===== src/rtl/seven_segment_pkg.sv =====
// seven_segment_pkg: segment patterns and glyph codes for the seven-segment mux.
// Glyph codes are 5 bits: 0x00-0x0F are the hex digits, then two extra glyphs
// for the error display ("r") and an all-off blank.
package seven_segment_pkg;

    // Segment patterns, {a,b,c,d,e,f,g} with a in bit 6, active-high.
    localparam logic [6:0] SEG_0     = 7'b1111110;
    localparam logic [6:0] SEG_1     = 7'b0110000;
    localparam logic [6:0] SEG_2     = 7'b1101101;
    localparam logic [6:0] SEG_3     = 7'b1111001;
    localparam logic [6:0] SEG_4     = 7'b0110011;
    localparam logic [6:0] SEG_5     = 7'b1011011;
    localparam logic [6:0] SEG_6     = 7'b1011111;
    localparam logic [6:0] SEG_7     = 7'b1110000;
    localparam logic [6:0] SEG_8     = 7'b1111111;
    localparam logic [6:0] SEG_9     = 7'b1111011;
    localparam logic [6:0] SEG_A     = 7'b1110111;
    localparam logic [6:0] SEG_B     = 7'b0011111;
    localparam logic [6:0] SEG_C     = 7'b1001110;
    localparam logic [6:0] SEG_D     = 7'b0111101;
    localparam logic [6:0] SEG_E     = 7'b1001111;
    localparam logic [6:0] SEG_F     = 7'b1000111;
    localparam logic [6:0] SEG_R     = 7'b0000101;
    localparam logic [6:0] SEG_BLANK = 7'b0000000;

    // Glyph codes fed to the decoder.
    localparam int         CODE_W     = 5;
    localparam logic [4:0] CODE_E     = 5'h0E;
    localparam logic [4:0] CODE_R     = 5'h10;
    localparam logic [4:0] CODE_BLANK = 5'h11;

    // Hex nibble to glyph code.
    function automatic logic [4:0] hex_code(input logic [3:0] nibble);
        return {1'b0, nibble};
    endfunction

endpackage


===== src/rtl/seven_segment_decoder.sv =====
// seven_segment_decoder: purely combinational glyph-code to segment-pattern
// lookup. The caller registers the result.
module seven_segment_decoder
    import seven_segment_pkg::*;
(
    input  logic [CODE_W-1:0] code,
    output logic [6:0]        pattern
);

    // Glyph lookup; unknown codes (including CODE_BLANK) turn all segments off.
    always_comb begin
        // NOTE: every output of an always_comb gets a default first so no path leaves it unassigned (which would infer a latch).
        pattern = SEG_BLANK;
        case (code)
            5'h00:   pattern = SEG_0;
            5'h01:   pattern = SEG_1;
            5'h02:   pattern = SEG_2;
            5'h03:   pattern = SEG_3;
            5'h04:   pattern = SEG_4;
            5'h05:   pattern = SEG_5;
            5'h06:   pattern = SEG_6;
            5'h07:   pattern = SEG_7;
            5'h08:   pattern = SEG_8;
            5'h09:   pattern = SEG_9;
            5'h0A:   pattern = SEG_A;
            5'h0B:   pattern = SEG_B;
            5'h0C:   pattern = SEG_C;
            5'h0D:   pattern = SEG_D;
            5'h0E:   pattern = SEG_E;
            5'h0F:   pattern = SEG_F;
            CODE_R:  pattern = SEG_R;
            default: pattern = SEG_BLANK;
        endcase
    end

endmodule


===== src/rtl/seven_segment_mux.sv =====
// seven_segment_mux: time-multiplexed driver for NUM_DIGITS common-anode
// seven-segment digits. A prescaler divides clk into digit slots; the digit
// index scans from the leftmost digit down to digit 0. Inputs are captured
// once per frame so a frame never mixes old and new data.
// Optional feature: define SEVEN_SEGMENT_MUX_BRIGHTNESS_EN to PWM the active
// digit's enable inside each slot according to 'brightness'.
module seven_segment_mux
    import seven_segment_pkg::*;
#(
    parameter int NUM_DIGITS   = 4,
    parameter int REFRESH_DIV  = 65536,
    parameter int BRIGHT_WIDTH = 4
) (
    input  logic                    clk,
    input  logic                    rst,
    input  logic [4*NUM_DIGITS-1:0] digits,
    input  logic [NUM_DIGITS-1:0]   blank,
    input  logic [3:0]              error,
    input  logic [BRIGHT_WIDTH-1:0] brightness,
    output logic [6:0]              seg,
    output logic [NUM_DIGITS-1:0]   an
);

    localparam int                CNT_W     = $clog2(REFRESH_DIV);
    localparam int                IDX_W     = $clog2(NUM_DIGITS);
    localparam logic [CNT_W-1:0]  CNT_LAST  = CNT_W'(REFRESH_DIV - 1);
    localparam logic [IDX_W-1:0]  IDX_FIRST = IDX_W'(NUM_DIGITS - 1);

    logic [CNT_W-1:0]        cnt;
    logic [IDX_W-1:0]        idx;
    logic                    slot_tick;
    logic                    frame_start;
    logic                    running;

    logic [4*NUM_DIGITS-1:0] snap_digits;
    logic [NUM_DIGITS-1:0]   snap_blank;
    logic [3:0]              snap_error;

    logic [CODE_W-1:0]       glyph_code;
    logic [6:0]              glyph_seg;
    logic                    digit_on;
    logic [NUM_DIGITS-1:0]   an_next;

    assign slot_tick   = (cnt == CNT_LAST);
    assign frame_start = slot_tick && (idx == '0);

    // Prescaler and digit index: one index step per slot, wrapping to the leftmost digit.
    always_ff @(posedge clk or posedge rst) begin
        // NOTE: sequential state uses non-blocking (<=) so every flop samples pre-edge values regardless of statement order.
        if (rst) begin
            cnt <= '0;
            idx <= IDX_FIRST;
        end else begin
            cnt <= slot_tick ? '0 : cnt + 1'b1;
            if (slot_tick) begin
                idx <= (idx == '0) ? IDX_FIRST : idx - 1'b1;
            end
        end
    end

    // Frame snapshot: all displayed data comes from here, refreshed only at frame start.
    always_ff @(posedge clk or posedge rst) begin
        // NOTE: the snapshot is plain flops, not a memory array, so it is reset and the pre-first-frame display is defined (zeros).
        if (rst) begin
            snap_digits <= '0;
            snap_blank  <= '0;
            snap_error  <= '0;
        end else if (frame_start) begin
            snap_digits <= digits;
            snap_blank  <= blank;
            snap_error  <= error;
        end
    end

    // Glyph selection for the current digit: error pattern E r..r <code>, else nibble or blank.
    always_comb begin
        glyph_code = CODE_BLANK;
        if (snap_error != 4'h0) begin
            if (idx == IDX_FIRST) begin
                glyph_code = CODE_E;
            end else if (idx == '0) begin
                glyph_code = hex_code(snap_error);
            end else begin
                glyph_code = CODE_R;
            end
        end else if (!snap_blank[idx]) begin
            glyph_code = hex_code(snap_digits[{idx, 2'b00} +: 4]);
        end
    end

    seven_segment_decoder u_decoder (
        .code    (glyph_code),
        .pattern (glyph_seg)
    );

`ifdef SEVEN_SEGMENT_MUX_BRIGHTNESS_EN
    // Each slot splits into 2**BRIGHT_WIDTH sub-slots; the digit is lit for the
    // first 'brightness' of them, and all-ones means lit for the whole slot.
    localparam int SUB_DIV = REFRESH_DIV >> BRIGHT_WIDTH;

    logic [CNT_W-1:0] sub;

    assign sub      = cnt / CNT_W'(SUB_DIV);
    assign digit_on = (brightness == '1) || (sub < CNT_W'(brightness));
`else
    logic unused_brightness;

    assign unused_brightness = ^brightness;
    assign digit_on          = 1'b1;
`endif

    // Active-low one-hot enable for the current digit, or all off.
    always_comb begin
        an_next = '1;
        if (digit_on) begin
            an_next[idx] = 1'b0;
        end
    end

    // Output registers; 'running' holds them off for the first edge after reset.
    always_ff @(posedge clk or posedge rst) begin
        if (rst) begin
            running <= 1'b0;
            seg     <= SEG_BLANK;
            an      <= '1;
        end else begin
            running <= 1'b1;
            if (running) begin
                seg <= glyph_seg;
                an  <= an_next;
            end
        end
    end

endmodule


===== config.mk =====
export PLATFORM = sky130hd
export DESIGN_NAME = seven_segment_mux
export DESIGN_NICKNAME = d
export VERILOG_FILES = /design/src/rtl/seven_segment_pkg.sv /design/src/rtl/seven_segment_decoder.sv /design/src/rtl/seven_segment_mux.sv
export SDC_FILE = /design/constraint.sdc
export NUM_CORES = 1
export LEC_CHECK = 0
export CORE_MARGIN = 8
export CORE_UTILIZATION = 30
export CTS_CLUSTER_SIZE = 30
export DETAILED_ROUTE_END_ITERATION = 7
export GPL_TIMING_DRIVEN = 0
export PLACE_DENSITY_LB_ADDON = 0.3
export SLEW_MARGIN = 15
export SYNTH_ARGS = -nofsm -noshare
export SYNTH_HDL_FRONTEND = slang
export SYNTH_SLANG_ARGS = --single-unit

===== constraint.sdc =====
create_clock -name clk -period 3.8 [get_ports clk]
set_input_delay 0.57 -clock clk [delete_from_list [all_inputs] [get_ports clk]]
set_output_delay 0.57 -clock clk [all_outputs]
set_load 0.03 [all_outputs]

# After elaboration in Yosys (flattened, before gate mapping)
# Memory sizes are Yosys's and may differ from the RTL's. A register that Yosys moved wholly into a read port is not among the register bits.
# Index checks and enable logic that the tools add are counted.
[op_classes] addsub=2 multipliers=0 div=0 order_cmp=2 n_eq_ne=2 shifts=1 n_mux=10 n_bitwise=1 reduce_logical=4
[op_table] operator="5-bit 2-to-1 mux" n=4
[op_table] operator="16-bit by 1-bit adder with 16-bit output, second input constant" n=1
[op_table] operator="16-bit equality test, second input constant" n=1
[op_table] operator="16-bit 2-to-1 mux" n=1
[op_table] operator="16-bit by 5-bit indexed part select with 4-bit output" n=1
[op_table] operator="4-bit NOT" n=1
[op_table] operator="4-bit nonzero test" n=1
[op_table] operator="2-bit by 3-bit less-than comparator with 1-bit output, second input constant" n=1
[op_table] operator="1-bit binary-select mux with 2-bit select" n=1
[op_table] operator="1-bit demux with 2-bit select" n=1
[op_table] operator="2-bit equality test, second input constant" n=1
[op_table] operator="2-bit by 1-bit >= comparator with 1-bit output, second input constant" n=1
[op_table] operator="1-bit logical AND" n=2
[op_table] operator="2-bit zero test" n=1
[op_table] operator="1-bit 2-to-1 mux" n=2
[op_table] operator="2-bit 2-to-1 mux" n=1
[op_table] operator="2-bit by 1-bit subtractor with 2-bit output, second input constant" n=1
[word_totals] reg_bits=47 latchBits=0 ram_bits=0 mem_bits_ro=224 inputBits=30 out_inout_bits=11 mem_count=1
[mem_list] memory="(name not given)" words=32 word_bits=7 read_ports=1 rd_ports_with_merged_regs=1 wr=0 line="seven_segment_decoder.sv:14" text="case (code)"

# Logic depth before layout (Yosys ltp)
# Gate-level depths: netlist of the first run.
[depth] word_depth=5 depth_mapped=12 ltp_nobuf=11

# By module
# A second synthesis of the first run with hierarchy kept.
[hier_totals] hier_cells=234 hier_area_um2=2812.7
[by_module_without_submodules] mod="seven_segment_mux" n_inst=1 cells_each=196 area_each_um2=2517.4 seq_area_each_um2=1358.8
[by_module_without_submodules] mod="seven_segment_decoder" n_inst=1 cells_each=38 area_each_um2=295.3 seq_area_each_um2=0.0

# Worst setup path after synthesis of the first run
# No wires, ideal clock.
[synth_path] kind="reg2reg" startpoint="reg idx[0]" endpoint="reg seg[2]" setup_ns=0.082 arrival_ns=2.774 required_time_ns=3.718 slack_ns=0.945 path_stages_with_launch=11 n_path_buf=1 synth_period_minus_slack_ns=2.855 path_cell_list="dfstp_2 buf_6 mux4_2 inv_1 nand3_1 o21ai_0 inv_1 ha_1 mux2_2 a221o_1 a31oi_1"
[synth_via] elab_chain_len=4
[synth_lines] item="from (decl)" line="seven_segment_mux.sv:30" text="logic [IDX_W-1:0] idx;"
[synth_lines] item="from (signal assigned)" line="seven_segment_mux.sv:56" text="idx <= (idx == '0) ? IDX_FIRST : idx - 1'b1;"
[synth_lines] item="parallel branches: the longest is 3 deep, another holds 16-bit by 5-bit indexed part select with 4-bit output"
[synth_lines] item="5-bit 2-to-1 mux *" line="seven_segment_mux.sv:78" text="if (snap_error != 4'h0) begin"
[synth_lines] item="to (decl)" line="seven_segment_mux.sv:20" text="output logic [6:0] seg,"
# Mark *: on every way between the ends. The select of a mux whose other input is x is not followed.
# A chain may end at the register's enable or synchronous reset.

# Final worst setup path of the first run
# Same ends and word-level chain as after synthesis.

==> results of run 1 <==
## report_power, final
part / switching [W] / total (W) / internal (W)
logic: 0.0000271 / 0.0000596 / 0.0000325
registers: 0.00000155 / 0.000579 / 0.000578
clock network: 0.000193 / 0.000340 / 0.000147
## kinds of logic (layout without fill, tap and decap cells)
logic type	after synthesis	count (layout)	share of synthesized area [%]
AO/OA/AOI/OAI	31	31	7.27
XOR/XNOR	13	13	4.06
adder cells (fa/ha/maj)	11	11	4.91
buffers and inverters	26	71	3.97
flip-flops	54	54	48.5
multiplexers	41	41	18.1
other	1	1	0.134
AND/OR/NAND/NOR	67	67	13.1
## cell type report
cell class              instances  area, sq um  share of cell area (%)
clock inverters                 2         12.5                   0.366
clock buffers                   6         82.6                    2.42
multi-input cells             164         1330                    39.0
plain buffers                  10         51.3                    1.50
well taps                     111          139                    4.06
repair buffers                 37          380                    11.1
flip-flops and latches         54         1360                    39.8
inverters                      16         60.1                    1.76
## worst max path at each step
stage,startpoint,end,slack (ns),cells past startpoint
global placement,idx[0],seg[2],0.59,10
CTS,idx[0],seg[2],0.55,10
floorplan,idx[0],seg[2],0.94,10
global route,idx[0],seg[2],0.35,10
finish,idx[0],seg[2],0.54,10
detailed placement,idx[0],seg[2],0.56,10
## tightest hold or removal path, delay by kind of cell (launching register included)
kind	cells	cell delay [ns]
buf+inv	1	0.04
flops	1	0.38
mux	1	0.05
## sequential cells by signal (all words and copies together), names as in the netlist
signal	cells
idx	2
snap_error	4
snap_blank	4
running	1
seg	7
cnt	16
an	4
snap_digits	16
## placed cells by master, fill, tap and decap left out, types with 2 or more instances in the layout
cell type        count
nand2b_1             3
clkdlybuf4s50_1     36
nor3b_1              2
dfstp_2              6
nor4_1               2
nor2_1              15
clkbuf_8             6
a21oi_1              5
buf_2                5
nand3_1              9
nor3_1               4
xnor2_1              5
nor4bb_1             2
xor2_1               8
o21ai_0              6
mux2i_1             11
mux2_2              25
clkbuf_1             4
and3_1               5
nand2_1             12
mux4_2               4
a31oi_1              6
ha_1                11
inv_1               14
dfrtp_1             48
o22ai_1              4
and2_1               2
nor2b_1              3
## layer usage
layer / GRT usage (%) / wire length (um) / vias to the layer above
li1: - / - / 946
met1: 13.4 / 2990 / 918
met2: 14.9 / 2510 / 43
met3: 2.68 / 284 / 5
met4: 2.43 / 42 / 0
met5: 0 / 0 / -
## stage by stage
stage	area, sq um	hold slack [ns]	power [W]	cells	setup WS [ns]
detailed placement	3320	0.463	0.000652	392	0.565
floorplan	2800	0.438	0.000612	244	0.945
global route	3420	0.492	0.00102	400	0.351
CTS	3420	0.478	0.000992	400	0.549
global placement	3300	0.453	0.000649	391	0.586
finish	3420	0.476	0.000979	400	0.536
==> reports/metrics.csv, run 1 <==
metric,value,unit
vdd_drop_max,0.131,mV
min_period,3.26,ns
syn_avg_cell_area,11.5,sq um
path_class,reg2reg,
core-area,9150,sq um
slew_headroom,50.2,%
r2r_start,idx[0],
cts_setup_buffers,0,
cp_cell_sequence,buf_6 > mux4_2 > inv_1 > nand3_1 > o21ai_0 > inv_1 > ha_1 > mux2_2 > a221o_1 > a31oi_1,
routed_via_density,4.78,
synth_commonest_cells,"48 x dfrtp_1, 25 x mux2_2, 15 x inv_1, 15 x nor2_1, 12 x nand2_1",
drt_iter0_markers,49,
hp-class,reg2reg,
fillers,893,
holdPathEnd,an[2],
areaGrowthSynthToFinish,21.9,%
cp_max_fo,10,
root_buffer,clkbuf_8,
cts_max_level,2,
num_vias,1912,
grt_pass1_wl,10200,um
min_path_cells,2,
die_h,113,um
path_clk_slew,0.10,ns
initial_core_util,30.6,%
grt_max_degree,34,
outcome,completed,
worst-r2r-setup-slack,0.54,ns
cp_top_family,multiplexers,
die_w,113,um
crit_path_top_delay_cell,dfstp_2,
finalCritPeriodShare,85.9,%
yosysWarnings,0,
cts_tree,done,
drive_gt1_share,19.4,%
rr_endpoint,seg[2],
clk_latency,0.31,ns
drc,0,
reg2reg_depth,10,
synth_flop_cell,dfrtp_1,
startpoint_type,flip-flop,
final_util,37.3,%
wl_per_cell,14.6,um
hold_start,an[2],
synth_most_common_cell,dfrtp_1,
rows,35,
totalWireLength,5830,um
syn_inst,244,
die_area,12700,sq um
critPathCaptureType,flip-flop,
synth.top_cell.area_share,42.8,%
synth_top_area_cell,dfrtp_1,
cp_num_buf_inv,3,
cts_resized,0,
synth_fp_nets,285,
arrival,3.49,ns
io_buffers,36,
yosys-top-cells-area,"dfrtp_1 43%, mux2_2 10%, dfstp_2 5.6%",
gr-total-overflow,0,
maxCapViolCount,0,
fmax,306,MHz
grt_pass1_vias,2047,
drtAntennaViolNets,0,
syn_area,2800,sq um
synth_edf_count,0,
worstMarginPinSlew,0.739,ns
cp_common_cell,inv_1,
slew_viol_final,0,
setup-tns-final,0,ns
io_pins,41,
p_per_area,286,nW/um^2
gp_congestion,0.838,
crit_path_max_incr_delay,0.60,ns
numCtsBuffers,5,
leakagePower,1.53,nW
cts_hold_buf,0,
hold_violations,0,
rsz0062_at_grt,false,
ys_async_sr_fraction,100,%
antenna_found_initial,0,
setup_violations,0,
skew,0.00921,ns
dr.pass1.iters,4,
numClockSinks,54,
layout.nets,329,
n_antenna_cell,0,
synthDistinctLibCells,48,
ys_seq_elements,54,
dp_hpwl,4510,um
synth_seq_area_share,48.5,%
cts_buffer_depth,2,
critPathRequiredTime,4.03,ns
grt_usage,9.81,%
Note: power is estimated with default switching activity, not from simulation.
==> run 2: changes to the inputs <==
--- a/config.mk
+++ b/config.mk
@@ -10,6 +10,7 @@
 export CTS_CLUSTER_SIZE = 30
 export DETAILED_ROUTE_END_ITERATION = 7
 export GPL_TIMING_DRIVEN = 0
+export HOLD_SLACK_MARGIN = 0.02
 export PLACE_DENSITY_LB_ADDON = 0.3
 export SLEW_MARGIN = 15
 export SYNTH_ARGS = -nofsm -noshare
==> results of run 2 <==
Final layout, timing and power as in run 1 (identical DEF).
==> RTL change (settings of run 1) <==
Register the output `seg` once more, without a reset; this adds one clock of latency there. The other outputs are not delayed to match.
--- a/src/rtl/seven_segment_mux.sv
+++ b/src/rtl/seven_segment_mux.sv
@@ -27,2 +27,4 @@
     localparam logic [IDX_W-1:0]  IDX_FIRST = IDX_W'(NUM_DIGITS - 1);
+
+    logic [6:0] seg_s0;
 
@@ -123,3 +125,3 @@
             running <= 1'b0;
-            seg     <= SEG_BLANK;
+            seg_s0  <= SEG_BLANK;
             an      <= '1;
@@ -128,3 +130,3 @@
             if (running) begin
-                seg <= glyph_seg;
+                seg_s0 <= glyph_seg;
                 an  <= an_next;
@@ -134,2 +136,6 @@
 
+    always_ff @(posedge clk) begin
+        seg <= seg_s0;
+    end
+
 endmodule
Check against the original RTL: not equivalent (a bounded check fails within 4 cycles, from zero or initial values and one cycle with rst high).
==> RTL change against run 1 <==
  * Cell area rose by 9.4%
  * Worst setup slack improved by 0.16 ns
  * Critical path depth grew 2
  * Fmax up 5.2%
  * Sequential cell count is 7 higher
  * Wire length increased by 4.7%
  * Total power grew 50%
  * Critical endpoint is now seg_s0[6]$_DFFE_PP0P_
  * Synthesized area up 4.9%
  * Core utilization rose by 1.4 points
==> RTL change: results (changes against run 1) <==
| Metric | Value |
|---|---|
| GRT met2 Usage | 15.4% (was 14.9%) |
| Htree depth | 3 (was 2) |
| Layout sequential cell count | 61 (was 54) |
| Crit-path leading delay family | compound AO/OA/AOI/OAI gates (was multiplexers) |
| Post-DP HPWL | 4.56 mm (was 4.51 mm) |
| Placed cells | 424 (was 392) |
| Syn avg cell area | 11.6 um2 (was 11.5 um2) |
| Synth Area in XOR/XNOR | 4.17% (was 4.06%) |
| Nets | 343 (was 329) |
| Initial DRC count | 120 (was 49) |
| Comb_multi_in | 173 (was 164) |
| Biggest registers after layout | cnt x16, snap_digits x16 (was cnt x16, snap_digits x16, seg x7) |
| FF-to-FF End | seg_s0[6]$_DFFE_PP0P_ (was seg[2]$_DFFE_PP0P_) |
| Buffering overhead | 11.8% (was 12.6%) |
| Post-DP Area | 3490 um2 (was 3320 um2) |
| Worst path slowest cell | mux4_1 (was dfstp_2) |
| Status | finished clean (unchanged) |
| Routing usage on met1 | 13.5% (was 13.4%) |
| Final hold slack | 0.358 ns (was 0.476 ns) |
| Worst-case reg-to-reg path depth | 12 (was 10) |
| Avg WL per Cell | 13.9 um (was 14.6 um) |
| Crit-path max FO | 7 (was 10) |
| Hold path startpoint | seg_s0[2]$_DFFE_PP0P_ (was an[2]$_DFFE_PP1P_) |
| Die Wd | 115 um (was 113 um) |
| Sw power | 293 uW (was 221 uW) |
| Cells on Worst Hold Path | 0 (was 2) |
| WL met1 | 3.07 mm (was 2.99 mm) |
| Non-clock inverter count | 10 (was 16) |
| Num CTS Buffers | 9 (was 5) |
| Top cells by area, synth | dfrtp_1, mux2_2, dfstp_2, dfxtp_1, ha_1 (was dfrtp_1, mux2_2, dfstp_2, ha_1, mux2i_1) |
| Most common library cells after synthesis | dfrtp_1, mux2_2, nand2_1, nor2_1 (was dfrtp_1, mux2_2, inv_1, nor2_1, nand2_1) |
| Ys async rst share | 88.5% (was 100%) |
| Synth-to-layout area growth | 27.1% (was 21.9%) |
| Leak | 0.00170 uW (was 0.00153 uW) |
| Register area | 1500 um2 (was 1360 um2) |
| Peak VDD IR | 0.195 mV (was 0.131 mV) |
| Complex-gate fraction of the synthesized area | 9.91% (was 7.27%) |
| Synth Net Count | 295 (was 285) |
| Clock buffers | 12 (was 6) |
| Clock Latency Late Sink | 0.33 ns (was 0.31 ns) |
| Final clock-cell share | 6.69% (was 2.78%) |
| CTS clk-pin slew, worst paths | 0.07 ns (was 0.10 ns) |
| Synth Area in Adders | 4.68% (was 4.91%) |
| Met3 wire len | 225 um (was 284 um) |
| # fillers | 994 (was 893) |
| Total GRT Usage | 10.3% (was 9.81%) |
| Gpl congestion | 0.805 (was 0.838) |
| Vias in the first global route | 2,150 (was 2,047) |
| Vias per cell | 4.50 (was 4.78) |
| Finished Layout Cells | 440 (was 400) |
## RTL change: power by group through the flow
stage	registers, uW	clock network [uW]	logic (uW)
2_1_floorplan	695	0	19.1
3_3_place_gp	681	0	81.7
3_5_place_dp	682	0	85.0
4_1_cts	669	738	85.3
5_1_grt	670	770	90.6
6_report	669	717	82.8
## RTL change: worst max-delay path by stage
stage                       start               endpoint  slack (ns)  depth (start not counted)
3_5_place_dp   idx[0]$_DFFE_PP1N_  seg_s0[6]$_DFFE_PP0P_        0.70                         12
6_report       idx[0]$_DFFE_PP1N_  seg_s0[6]$_DFFE_PP0P_        0.70                         12
2_1_floorplan  idx[0]$_DFFE_PP1N_  seg_s0[6]$_DFFE_PP0P_        1.12                         12
4_1_cts        idx[0]$_DFFE_PP1N_  seg_s0[6]$_DFFE_PP0P_        0.67                         12
5_1_grt        idx[0]$_DFFE_PP1N_  seg_s0[6]$_DFFE_PP0P_        0.36                         12
3_3_place_gp   idx[0]$_DFFE_PP1N_  seg_s0[6]$_DFFE_PP0P_        0.74                         12
